### src/rtl/uart_rx_pkg.sv
// Shared UART definitions: frame geometry, receiver FSM encoding and ASCII range.
// Used by the receiver, the transmitter and the ASCII ROM.
package uart_rx_pkg;

  localparam int UART_DATA_BITS = 8;
  localparam int OVERSAMPLING   = 16;

  // Tick indices inside one bit period (counted from 0).
  localparam logic [3:0] MID_TICK  = 4'(OVERSAMPLING / 2 - 1);
  localparam logic [3:0] LAST_TICK = 4'(OVERSAMPLING - 1);

  localparam logic [7:0] ASCII_FIRST = 8'd32;
  localparam logic [7:0] ASCII_LAST  = 8'd126;

  typedef enum logic [2:0] {
    ST_IDLE  = 3'd0,
    ST_START = 3'd1,
    ST_DATA  = 3'd2,
    ST_STOP  = 3'd3,
    ST_BREAK = 3'd4
  } rx_state_t;

  function automatic logic is_printable(input logic [7:0] b);
    return (b >= ASCII_FIRST) && (b <= ASCII_LAST);
  endfunction

endpackage

### src/rtl/uart_rx_baud_tick_gen.sv
// Oversampling tick generator: one-clock tick every DIV clocks, restartable via clear.
// Shared between the UART receiver and transmitter.
module baud_tick_gen #(
  parameter int DIV = 651
) (
  input  logic clk,
  input  logic rst_n,
  input  logic clear,
  output logic tick
);

  localparam int W = (DIV > 1) ? $clog2(DIV) : 1;

  logic [W-1:0] r_cnt;

  assign tick = (r_cnt == W'(DIV - 1));

  always_ff @(posedge clk or negedge rst_n) begin
    if (!rst_n) begin
      r_cnt <= '0;
    end else if (clear || tick) begin
      r_cnt <= '0;
    end else begin
      r_cnt <= r_cnt + W'(1);
    end
  end

endmodule

### src/rtl/uart_rx.sv
// 8N1 UART receiver: 2-FF synchroniser, 16x oversampling, start/data/stop deframing
// with a one-cycle valid strobe, framing-error pulse and printable-ASCII qualifier.
module uart_rx
  import uart_rx_pkg::*;
#(
  parameter int CLK_FREQ_HZ = 100_000_000,
  parameter int BAUD_RATE   = 9600
) (
  input  logic       clk,
  input  logic       rst_n,
  input  logic       rxd,
  output logic [7:0] rx_data,
  output logic       rx_valid,
  output logic       rx_printable,
  output logic       rx_frame_err,
  output logic       rx_busy
);

  localparam int DIV = CLK_FREQ_HZ / (BAUD_RATE * OVERSAMPLING);

  rx_state_t r_state, w_state_next;

  logic       r_sync1, r_rxs, r_rxs_d;
  logic       w_fall, w_tick, w_clear;

  logic [3:0] r_tick_cnt, w_tick_cnt_next;
  logic [2:0] r_bit_idx, w_bit_idx_next;
  logic [UART_DATA_BITS-1:0] r_shift, w_shift_next;
  logic [UART_DATA_BITS-1:0] r_data, w_data_next;
  logic       r_valid, w_valid_next;
  logic       r_printable, w_printable_next;
  logic       r_frame_err, w_frame_err_next;

  // Synchroniser idles high so a reset never looks like a start edge.
  always_ff @(posedge clk or negedge rst_n) begin
    if (!rst_n) begin
      r_sync1 <= 1'b1;
      r_rxs   <= 1'b1;
      r_rxs_d <= 1'b1;
    end else begin
      r_sync1 <= rxd;
      r_rxs   <= r_sync1;
      r_rxs_d <= r_rxs;
    end
  end

  assign w_fall = r_rxs_d & ~r_rxs;

  baud_tick_gen #(
    .DIV (DIV)
  ) u_tick_gen (
    .clk   (clk),
    .rst_n (rst_n),
    .clear (w_clear),
    .tick  (w_tick)
  );

  always_ff @(posedge clk or negedge rst_n) begin
    if (!rst_n) begin
      r_state     <= ST_IDLE;
      r_tick_cnt  <= '0;
      r_bit_idx   <= '0;
      r_shift     <= '0;
      r_data      <= '0;
      r_valid     <= 1'b0;
      r_printable <= 1'b0;
      r_frame_err <= 1'b0;
    end else begin
      r_state     <= w_state_next;
      r_tick_cnt  <= w_tick_cnt_next;
      r_bit_idx   <= w_bit_idx_next;
      r_shift     <= w_shift_next;
      r_data      <= w_data_next;
      r_valid     <= w_valid_next;
      r_printable <= w_printable_next;
      r_frame_err <= w_frame_err_next;
    end
  end

  always_comb begin
    w_state_next     = r_state;
    w_tick_cnt_next  = r_tick_cnt;
    w_bit_idx_next   = r_bit_idx;
    w_shift_next     = r_shift;
    w_data_next      = r_data;
    w_valid_next     = 1'b0;
    w_printable_next = 1'b0;
    w_frame_err_next = 1'b0;
    w_clear          = 1'b0;

    unique case (r_state)
      ST_IDLE: begin
        if (w_fall) begin
          w_state_next    = ST_START;
          w_tick_cnt_next = '0;
          w_clear         = 1'b1;
        end
      end

      // Half a bit in: a line already back high was only a glitch.
      ST_START: begin
        if (w_tick) begin
          if (r_tick_cnt == MID_TICK) begin
            w_tick_cnt_next = '0;
            if (!r_rxs) begin
              w_state_next   = ST_DATA;
              w_bit_idx_next = '0;
            end else begin
              w_state_next = ST_IDLE;
            end
          end else begin
            w_tick_cnt_next = r_tick_cnt + 4'd1;
          end
        end
      end

      ST_DATA: begin
        if (w_tick) begin
          w_tick_cnt_next = r_tick_cnt + 4'd1;
          if (r_tick_cnt == LAST_TICK) begin
            w_shift_next   = {r_rxs, r_shift[UART_DATA_BITS-1:1]};
            w_bit_idx_next = r_bit_idx + 3'd1;
            if (r_bit_idx == 3'd7) begin
              w_state_next = ST_STOP;
            end
          end
        end
      end

      ST_STOP: begin
        if (w_tick) begin
          w_tick_cnt_next = r_tick_cnt + 4'd1;
          if (r_tick_cnt == LAST_TICK) begin
            if (r_rxs) begin
              w_data_next      = r_shift;
              w_valid_next     = 1'b1;
              w_printable_next = is_printable(r_shift);
              w_state_next     = ST_IDLE;
            end else begin
              w_frame_err_next = 1'b1;
              w_state_next     = ST_BREAK;
            end
          end
        end
      end

      // Hold off new frames until a line break ends.
      ST_BREAK: begin
        if (r_rxs) begin
          w_state_next = ST_IDLE;
        end
      end

      default: begin
        w_state_next = ST_IDLE;
      end
    endcase
  end

  assign rx_data      = r_data;
  assign rx_valid     = r_valid;
  assign rx_printable = r_printable;
  assign rx_frame_err = r_frame_err;
  assign rx_busy      = (r_state != ST_IDLE);

endmodule
### config.mk
export PLATFORM = sky130hd
export DESIGN_NAME = uart_rx
export DESIGN_NICKNAME = d
export VERILOG_FILES = /design/src/rtl/uart_rx_pkg.sv /design/src/rtl/uart_rx_baud_tick_gen.sv /design/src/rtl/uart_rx.sv
export SDC_FILE = /design/constraint.sdc
export NUM_CORES = 1
export LEC_CHECK = 0
export CORE_MARGIN = 2
export CORE_UTILIZATION = 30
export CTS_BUF_LIST = sky130_fd_sc_hd__clkbuf_8
export DETAILED_ROUTE_END_ITERATION = 16
export PLACE_DENSITY_LB_ADDON = 0.05
export SYNTH_ARGS = -nofsm -noshare
export SYNTH_HDL_FRONTEND = slang
export SYNTH_HIERARCHICAL = 1
export SYNTH_SLANG_ARGS = --single-unit
### constraint.sdc
create_clock -name clk -period 2.1 [get_ports clk]
set_input_delay 0.315 -clock clk [delete_from_list [all_inputs] [get_ports clk]]
set_output_delay 0.315 -clock clk [all_outputs]
set_load 0.01 [all_outputs]
==> results.md <==
* Outcome: finished with violations
* Failing checks: setup timing
* Max Root-Sink Buffers at 2
* Core area at 6350 um^2
* Area of the multi-input gates at 934.6 um^2
* Critical path type: reg -> reg
* Number of synthesized register bits at 42
* Share of cells above drive strength 1 at 0.3663
* Antenna Nets Post-Route at 0
* Register area share after synthesis at 0.5352
* Synth cell types at 44
* Clk sinks at 42
* Slew HR at 0.6399
* CTS Buf Count at 5
* Final RePlAce weighted congestion at 0.8541
* First-pass GRT wire length at 7162 um
* Cell taking the most area after synthesis: dfrtp_1
* Post-CTS Hold Buffers at 0
* Clock transition at path regs at 0.09 ns
* PortBufs at 14
* Most used DFF post-synth: dfrtp_1
* Slew Limit Fails at 0
* Maxcap violations at 0
* Minimum clock period at 2.164 ns
* Initial Util at 0.3103
* Pre-antenna DRT Iters at 4
* Crit-path max FO at 5
* Routed vias at 1380
* Worst Hold Slack at 0.08212 ns
* Syn nets at 168
* Area Growth Syn to Fin at 29.27%
* Pin count of the biggest net entering global routing at 43
* Worst Tran Pin Value at 0.5401 ns
* Initial antenna violation count at 0
* Leak at 1.143 nW
* FF/Latch Area at 1055 um^2
* CTS tree: done
* Total global routing overflow at 0
* IO Pins at 15
* Unrepaired setup endpoints after global routing: yes
* Die H at 85.05 um
* Root buffer cell: clkbuf_8
* Async SR Flop Fraction at 1.000
* Via density at 4.946
* Hold crit path type: in -> async
* Vias in the first global route at 1468
* Cell depth of the worst flop-to-flop path at 8
* Placed cell count at 266
* Non-Filler Instances at 279
* Post-Synthesis Cells at 160
* Peak Freq at 462.2 MHz
* Pwr dens at 767.7 nW/um^2
* Starting DRC count in detailed routing at 60
* Die width at 85.05 um
* Maximum VDD drop at 0.3710 mV
* Clk Latency, worst-skew pair at 0.30 ns
* Drt total wl at 4218 um
* Final Setup Violations at 9
* DP HPWL at 2806 um
* Cell Rows at 29
* Number of flops mapped to enable cells by yosys at 0
* Final WS setup at -0.06365 ns
* Setup Skew at 0.005971 ns
* Total GRT Usage at 0.1242
* Share of the synthesized area in the top cell type at 0.4952
* Synthesized cell area at 1971 um^2
* DR WL/cell at 15.12 um
* Die ar. at 7234 um^2
* Worst Path Arrival at 2.35 ns
* Htree depth at 2
* Syn Area/Cell at 12.32 um^2
* Critical Path RT at 2.29 ns
* Filler cell count at 589
* Final net count at 209
* Diode count at 0
* Synth top area cells: dfrtp_1 (50%), mux2_2 (10%), dfstp_2 (4.0%)
* Final hold vios at 0
* YS warnings at 6
* Critical Path Source Type: register
* DRC at 0
* Final period util at 1.030
* Kind of end point of the critical path: register
synth_stat cells (3+ instances only):
library cell,number
a21oi_1,8
and3_1,3
dfrtp_1,39
dfstp_2,3
ha_1,5
inv_1,4
mux2_2,18
nand2_1,5
nand3_1,7
nand4_1,4
nor2_1,12
o21ai_0,5
or3_1,4
xor2_1,3
cells in the final DEF, fill, tap and decap left out, types with 2 or more instances in the layout:
cell             Yosys  final
a21oi_1              8      7
a21oi_2              1      2
and3_1               3      3
buf_4                0     25
clkbuf_8             0      5
clkdlybuf4s50_1      0     13
dfrtp_1             39     39
dfstp_2              3      3
ha_1                 5      4
inv_1                4      4
mux2_2              18      8
mux2_4               0     10
mux2i_1              2      2
nand2_1              5      5
nand3_1              7      6
nand4_1              4      4
nor2_1              12     12
nor3b_1              2      2
nor4_4               2      2
o21ai_0              5      5
o2bb2ai_1            2      2
or3_1                4      4
or3_2                2      2
or4b_1               2      2
xor2_1               3      3
flip-flops by register name (all words and copies together), names as in the netlist:
register and flops:
r_shift 8, rx_data 8, r_tick_cnt 4, rx_printable 1
rx_valid 1, r_bit_idx 3, u_tick_gen/r_cnt 10, r_sync1 1
r_state 3, r_rxs 1, r_rxs_d 1, rx_frame_err 1
power by group:
| part | switching, W | total, W | internal [W] |
|---|---|---|---|
| clock | 0.000299 | 0.000655 | 0.000357 |
| combinational | 0.000188 | 0.000368 | 0.000180 |
| sequential | 0.0000555 | 0.000932 | 0.000877 |
layer usage:
layer	up-vias	GRT usage	wire length (um)
met3	6	0.03405	115
met2	12	0.1996	1964
met4	0	0.04329	54
met5	-	0	0
li1	668	-	-
met1	694	0.1614	2084
through the flow:
step,TNS (ns),instance area [um^2],total power [W],utilization,worst slack [ns]
2_1_floorplan,-0.7368,1979,0.001116,-,-0.09210
3_3_place_gp,-0.3020,2328,0.001282,0.3667,-0.03204
3_5_place_dp,-1.226,2328,0.001296,0.3667,-0.1107
4_1_cts,-0.5889,2465,0.001983,0.3882,-0.05193
5_1_grt,-2.124,2547,0.002077,0.4012,-0.1827
6_report,-0.4370,2547,0.001956,0.4012,-0.06365
critical path, stage by stage, from the launching register on:
cell	delay, ns
dfrtp_1	0.38
inv_1	0.06
ha_2	0.16
nor4b_4	0.20
and4_4	0.30
nand4_4	0.12
nor4_4	0.31
buf_4	0.21
mux2_4	0.30
kinds of logic (layout without fill, tap and decap cells):
logic type	count (synthesis)	in the layout	synth area share
xor gates and xnor gates	4	4	0.01778
AOI/OAI and AO/OA	25	25	0.08572
muxes	20	20	0.1130
DFF	42	42	0.5352
and+or+nand+nor	54	54	0.1886
adders and majority gates	5	5	0.03175
buffers and inverters	10	52	0.02794
final timing paths:
kind | startpoint | to | slack [ns]
max | u_tick_gen/r_cnt[0]$_DFF_PN0_ | rx_data[7]$_DFFE_PN0P_ | -0.06
min | rst_n | rx_frame_err$_DFF_PN0_ | 0.08
max reg2reg | u_tick_gen/r_cnt[0]$_DFF_PN0_ | rx_data[7]$_DFFE_PN0P_ | -0.06
min reg2reg | r_sync1$_DFF_PN1_ | r_rxs$_DFF_PN1_ | 0.36
max in group asynchronous | rst_n | r_rxs_d$_DFF_PN1_ | 1.64
min in group clk | r_sync1$_DFF_PN1_ | r_rxs$_DFF_PN1_ | 0.36
final cells by class:
cell class / instances / area share
Sequential cell: 42 / 0.4140
Tap cell: 77 / 0.03782
Clock buffer: 5 / 0.02701
Multi-Input combinational cell: 108 / 0.3669
Clock inverter: 3 / 0.01719
Timing Repair Buffer: 40 / 0.1311
Inverter: 4 / 0.005894
what timing repair did:
item                                    in CTS  in global routing
gates resized for setup                      4                 14
endpoints found under the hold margin        0                  0
pin swaps                                    1                  3
cloned                                       0                  1
endpoints found under the setup margin      17                 22
setup buffers                                0                  4
(Power assumes the default switching activity.)
==> edit 1 (config.mk and constraints unchanged) <==
Remove the register `r_valid`: a continuous assignment takes its place, so the output `rx_valid` follows one clock earlier.
--- a/src/rtl/uart_rx.sv
+++ b/src/rtl/uart_rx.sv
@@ -62,7 +62,6 @@
       r_bit_idx   <= '0;
       r_shift     <= '0;
       r_data      <= '0;
-      r_valid     <= 1'b0;
       r_printable <= 1'b0;
       r_frame_err <= 1'b0;
     end else begin
@@ -71,11 +70,12 @@
       r_bit_idx   <= w_bit_idx_next;
       r_shift     <= w_shift_next;
       r_data      <= w_data_next;
-      r_valid     <= w_valid_next;
       r_printable <= w_printable_next;
       r_frame_err <= w_frame_err_next;
     end
   end
+
+  assign r_valid = w_valid_next;
 
   always_comb begin
     w_state_next     = r_state;
Function: no difference found for any inputs over 10 cycles, from zero or initial values and one cycle with rst_n low; that may be too few to reach the edited logic, so the function may still have changed.
==> edit 1 against the unedited design <==
The run still ends with setup timing left. Maximum frequency down 4.2%. Register-to-register slack got worse by 80 ps. Area after synthesis is 3.7% lower. Total power is 4.8% higher. Hold slack worse by 5.5 ps. Count of clock-buffer cells in the layout unchanged. Sequential share of layout area fell by 1.0 points. Sequential cell count decreased by 1. Routed wire length shrank 5.5%. Worst setup slack lost 94 ps. Die area fell by 3.5%. Final area about the same. Combinational power rose by 32%.
==> edit 1: results (changes against the unedited design) <==
[outcome]
status = complete, but fails checks
violations = setup timing

[global_route]
grtUsageMet3_pct = 2.67  ; -0.73 points
grt_pass1_vias = 1420  ; -3.3%
use_met2_pct = 19.4  ; -0.53 points
grt.total_usage_pct = 12.2  ; -0.26 points
antenna_found_initial = 0  ; unchanged
use_met1_pct = 16.6  ; +0.48 points
grt_pass1_wl_mm = 6.93  ; -3.3%
grt_max_degree = 42  ; -2.3%

[timing]
setup_violations = 10  ; +1
fin_worst_hold_slack_ps = 76.6  ; -5.51 ps
worst_slack_ps = -157  ; -93.8 ps
finClkSkew_ps = 7.12  ; +1.15 ps
worst_slew_pin_slew_ps = 516  ; -24.1 ps
tns_ps = -1220  ; -783 ps

[cells_and_area]
top_register = u_tick_gen/r_cnt
drive_above_1_share_pct = 37.5  ; +0.87 points
fillers = 575  ; -2.4%

[yosys]
synthAdderAreaFrac_pct = 3.30  ; +0.12 points
synth.area.mux_share_pct = 11.8  ; +0.50 points
synth_xor_area_share_pct = 1.85  ; +0.068 points
synthTopCellsByArea = dfrtp_1, mux2_2, dfstp_2
synthTopCellsByCount = dfrtp_1, mux2_2, nor2_1
ys_types = 40  ; -9.1%
synth_compound_area_share_pct = 8.97  ; +0.39 points
syn_nets = 170  ; +1.2%
ys_seq_area_share_pct = 54.3  ; +0.73 points

[routing]
post_drt_via_cell_ratio = 4.94  ; -0.20%
postRouteWirelength_mm = 3.99  ; -5.5%
first_iter_violations = 76  ; +27%

[power]
ir_drop_mv = 0.382  ; +2.9%
swShare_pct = 28.3  ; +0.59 points
leakage_nw = 1.15  ; +0.73%

[setup_path]
r2r_setup_slack_ps = -140  ; -80 ps
cp_max_fo = 2  ; -3
worstSetupStartpoint = u_tick_gen/r_cnt[0]$_DFF_PN0_
reg2reg_from = u_tick_gen/r_cnt[0]$_DFF_PN0_
regToRegEndpoint = rx_data[1]$_DFFE_PN0P_
critPathCapture = rx_valid
worst-r2r-cell-count = 10  ; +2

[clock_tree]
clk_pin_slew_ps = 80

[placement]
place_area_um2 = 2310  ; -0.59%
dpl.hpwl_mm = 2.74  ; -2.4%
port_buffers = 14  ; unchanged
place.gp.congestion = 0.795  ; -6.9%

[edit 1: critical path, stage by stage (launching register included)]
cell and delay [ps]:
dfrtp_1 380, inv_1 60, ha_1 140, nor4b_4 220
and4_4 280, nand3_4 90, nor3_4 190, and3_4 210
buf_6 100
[edit 1: logic make-up (layout without fill, tap and decap cells)]
kind of cell,after synthesis,count (layout)
xor+xnor,4,4
compound gates,27,27
fa+ha+maj,5,5
simple gates,54,54
buf+inv,11,57
flops,41,41
mux,20,20
[edit 1: through the flow]
step	total power, mW	cells	setup slack, ps
3_3_place_gp	1.42	268	-208
5_1_grt	2.19	283	-334
3_5_place_dp	1.43	268	-234
2_1_floorplan	1.23	162	10.7
6_report	2.05	283	-157
4_1_cts	2.08	281	-147
[edit 1: metal layers]
metal	vias to the layer above	share of wire (%)	wire length, um
li1	682	-	-
met1	697	47	1880
met2	16	50	1980
met3	2	2.7	109
met4	0	0.58	23
met5	-	0	0
[edit 1: repair_timing]
item | CTS | global route
gates cloned | 1 | 0
pin swaps | 5 | 3
setup buffers | 5 | 2
gates resized for setup | 10 | 12
endpoints found under the setup margin | 10 | 26
hold buffers | 0 | 0
hold endpoints to repair | 0 | 0
[edit 1: power groups by stage]
stage / combinational, mW / sequential [mW] / clock, mW
floorplan: 0.249 / 0.976 / 0
global placement: 0.463 / 0.954 / 0
detailed placement: 0.470 / 0.959 / 0
CTS: 0.484 / 0.944 / 0.653
global route: 0.544 / 0.958 / 0.690
finish: 0.487 / 0.943 / 0.620
[edit 1: final cells by class]
class | count | area, um2 | area share [%]
multi-input cells | 110 | 908 | 35.6
repair buffers | 46 | 394 | 15.5
flip-flops and latches | 41 | 1030 | 40.4
clock inverters | 3 | 42.5 | 1.67
inverters | 3 | 11.3 | 0.442
clock buffers | 5 | 68.8 | 2.70
well taps | 75 | 93.8 | 3.68
==> edit 2 (same settings) <==
Made on the original files. `BAUD_RATE`: 9600 -> 19200.
--- a/src/rtl/uart_rx.sv
+++ b/src/rtl/uart_rx.sv
@@ -4,7 +4,7 @@
   import uart_rx_pkg::*;
 #(
   parameter int CLK_FREQ_HZ = 100_000_000,
-  parameter int BAUD_RATE   = 9600
+  parameter int BAUD_RATE   = 19200
 ) (
   input  logic       clk,
   input  logic       rst_n,
Check against the original RTL: same outputs for any inputs over 10 cycles, from zero or initial values and one cycle with rst_n low; that may be too few to reach the edited logic, so the function may still have changed.
==> edit 2 against the unedited design <==
Cell count shrank 1.4%. Maximum frequency up 3.8%. Count of clock-buffer cells in the layout stayed put. Die area shrank 1.9%. Global-route usage is 0.47 points higher. Area after synthesis decreased by 2.0%. Utilization fell by 0.85 points. Worst setup slack better by 78 ps. Clock skew rose by 0.67 ps. Sequential cell count down 1. Total power decreased by 7.5%. Routed wire length is 5.1% lower. Final area is 3.2% lower. Critical endpoint is now rx_data[4]$_DFFE_PN0P_. Largest power group unchanged.
==> edit 2: results (changes against the unedited design) <==
[setup_path]
regToRegEndpoint = rx_data[4]$_DFFE_PN0P_
r2r_setup_slack_ps = 10  ; +80 ps
max_stage_delay_ps = 390
worstSetupStartpoint = u_tick_gen/r_cnt[5]$_DFF_PN0_
cp_max_fo = 5  ; unchanged
crit_family = simple AND/OR/NAND/NOR gates
critical-path-slowest-cell = dfrtp_1
worst-r2r-cell-count = 7  ; -1
critPathKind = reg -> reg
critical_path_arrival_ps = 2270  ; -80 ps

[routing]
postRouteWirelength_mm = 4.00  ; -5.1%
post_drt_via_cell_ratio = 4.88  ; -1.3%
first_iter_violations = 51  ; -15%
vias = 1342  ; -2.8%
drt_pass1_iterations = 4  ; unchanged

[yosys]
ys_seq_area_share_pct = 53.3  ; -0.19 points
synth-async-reset-ratio_pct = 100  ; unchanged
synthTopCellsByCount = dfrtp_1, mux2_2, nor2_1
ys_types = 43  ; -2.3%
yosys_warnings = 6  ; unchanged
postSynthAreaPerCell_um2 = 12.4  ; +0.48%
synthTopCellsByArea = dfrtp_1, mux2_2, dfstp_2
syn_nets = 164  ; -2.4%

[global_route]
use_met2_pct = 21.0  ; +1.0 points
grt_pass1_vias = 1469  ; +0.068%
grt.total_usage_pct = 12.9  ; +0.47 points
use_met1_pct = 16.8  ; +0.67 points
grtUsageMet3_pct = 3.44  ; +0.037 points
antenna_found_initial = 0  ; unchanged
grt_pass1_wl_mm = 7.26  ; +1.3%
grt_max_degree = 42  ; -2.3%

[cells_and_area]
fillers = 612  ; +3.9%
largest_reg_flops = 9  ; -1
drive_above_1_share_pct = 35.4  ; -1.3 points
top_register = u_tick_gen/r_cnt
diodes = 0  ; unchanged
layout.nets = 205  ; -1.9%

[placement]
dpl.hpwl_mm = 2.71  ; -3.5%
port_buffers = 14  ; unchanged
dp.cells = 261  ; -1.9%
place.gp.congestion = 0.800  ; -6.3%

[outcome]
status = finished, final reports clean

[clock_tree]
clkLatencyLatePin_ps = 290
numCtsBuffers = 5  ; unchanged
clk_pin_slew_ps = 80
cts_root_buf = clkbuf_8
cts_max_level = 2  ; unchanged
clk_path_buf_depth = 2  ; unchanged

[timing]
slew-limit-headroom_pct = 59.8  ; -4.2 points
finClkSkew_ps = 6.64  ; +0.666 ps
maxSlewViolCount = 0  ; unchanged
final_hold_viol_count = 0  ; unchanged

[min_path]
holdCritPathClass = in -> async

[power]
leakage_nw = 1.11  ; -2.6%
ir_drop_mv = 0.377  ; +1.6%

[edit 2: worst min path at each step]
| stage | startpoint | endpoint | slack [ps] | depth (start not counted) |
|---|---|---|---|---|
| after detailed placement | r_sync1$_DFF_PN1_ | r_rxs$_DFF_PN1_ | 350 | 0 |
| after global placement | r_sync1$_DFF_PN1_ | r_rxs$_DFF_PN1_ | 350 | 0 |
| after global routing | rst_n | u_tick_gen/r_cnt[6]$_DFF_PN0_ | 110 | 2 |
| after CTS | rst_n | u_tick_gen/r_cnt[2]$_DFF_PN0_ | 100 | 2 |
| final | rst_n | u_tick_gen/r_cnt[2]$_DFF_PN0_ | 60 | 2 |
| after floorplan | rst_n | r_bit_idx[0]$_DFFE_PN0P_ | 20 | 0 |
[edit 2: routing by layer]
| metal | share of wire, % | up-vias | routed length, um |
|---|---|---|---|
| met1 | 47 | 675 | 1900 |
| met5 | 0 | - | 0 |
| li1 | - | 649 | - |
| met2 | 49 | 13 | 1940 |
| met4 | 1.5 | 0 | 59 |
| met3 | 2.6 | 5 | 105 |
[edit 2: area by class of cell]
type	instances	area (um2)	area share, %
clock buffers	5	68.8	2.79
clock inverters	3	17.5	0.711
inverters	6	22.5	0.914
multi-input cells	104	903	36.6
flip-flops and latches	41	1030	41.8
well taps	77	96.3	3.91
repair buffers	39	327	13.2
[edit 2: cells by family (layout without fill, tap and decap cells)]
logic type	count (synthesis)	after routing	share of synthesized area, %
compound gates	23	23	9.01
xor+xnor	4	4	1.81
fa+ha+maj	5	5	3.24
buf+inv	11	53	2.98
flops	41	41	53.3
mux	20	20	11.5
simple gates	52	52	18.1
[edit 2: worst register-to-register path: stages (launching register included)]
cell,delay (ps)
dfrtp_1,390
nand4bb_4,240
nor4_4,210
buf_4,170
nand4_4,120
nor4_4,300
buf_4,200
mux2_2,330
[edit 2: through the flow]
stage	setup TNS (ps)	total power [mW]	instance area, um2	setup slack [ps]
6_report	0	1.81	2460	14.6
5_1_grt	-1190	1.93	2460	-109
4_1_cts	-63.6	1.82	2420	-21.8
3_5_place_dp	-93.8	1.29	2300	-20.7
3_3_place_gp	0	1.28	2300	3.04
2_1_floorplan	-212	1.13	1960	-26.5
[edit 2: where the power goes]
part           internal (mW)  switching (mW)  leakage (nW)  total [mW]
registers              0.858          0.0585         0.543       0.916
clock network          0.229           0.282        0.0439       0.511
logic                  0.186           0.195         0.526       0.381
[edit 2: repair_timing]
| action | CTS | global route |
|---|---|---|
| hold buffers | 0 | 0 |
| endpoints found under the setup margin | 10 | 17 |
| pin swaps | 2 | 0 |
| resized for setup | 4 | 5 |
| cloned | 1 | 0 |
| buffers inserted | 2 | 3 |
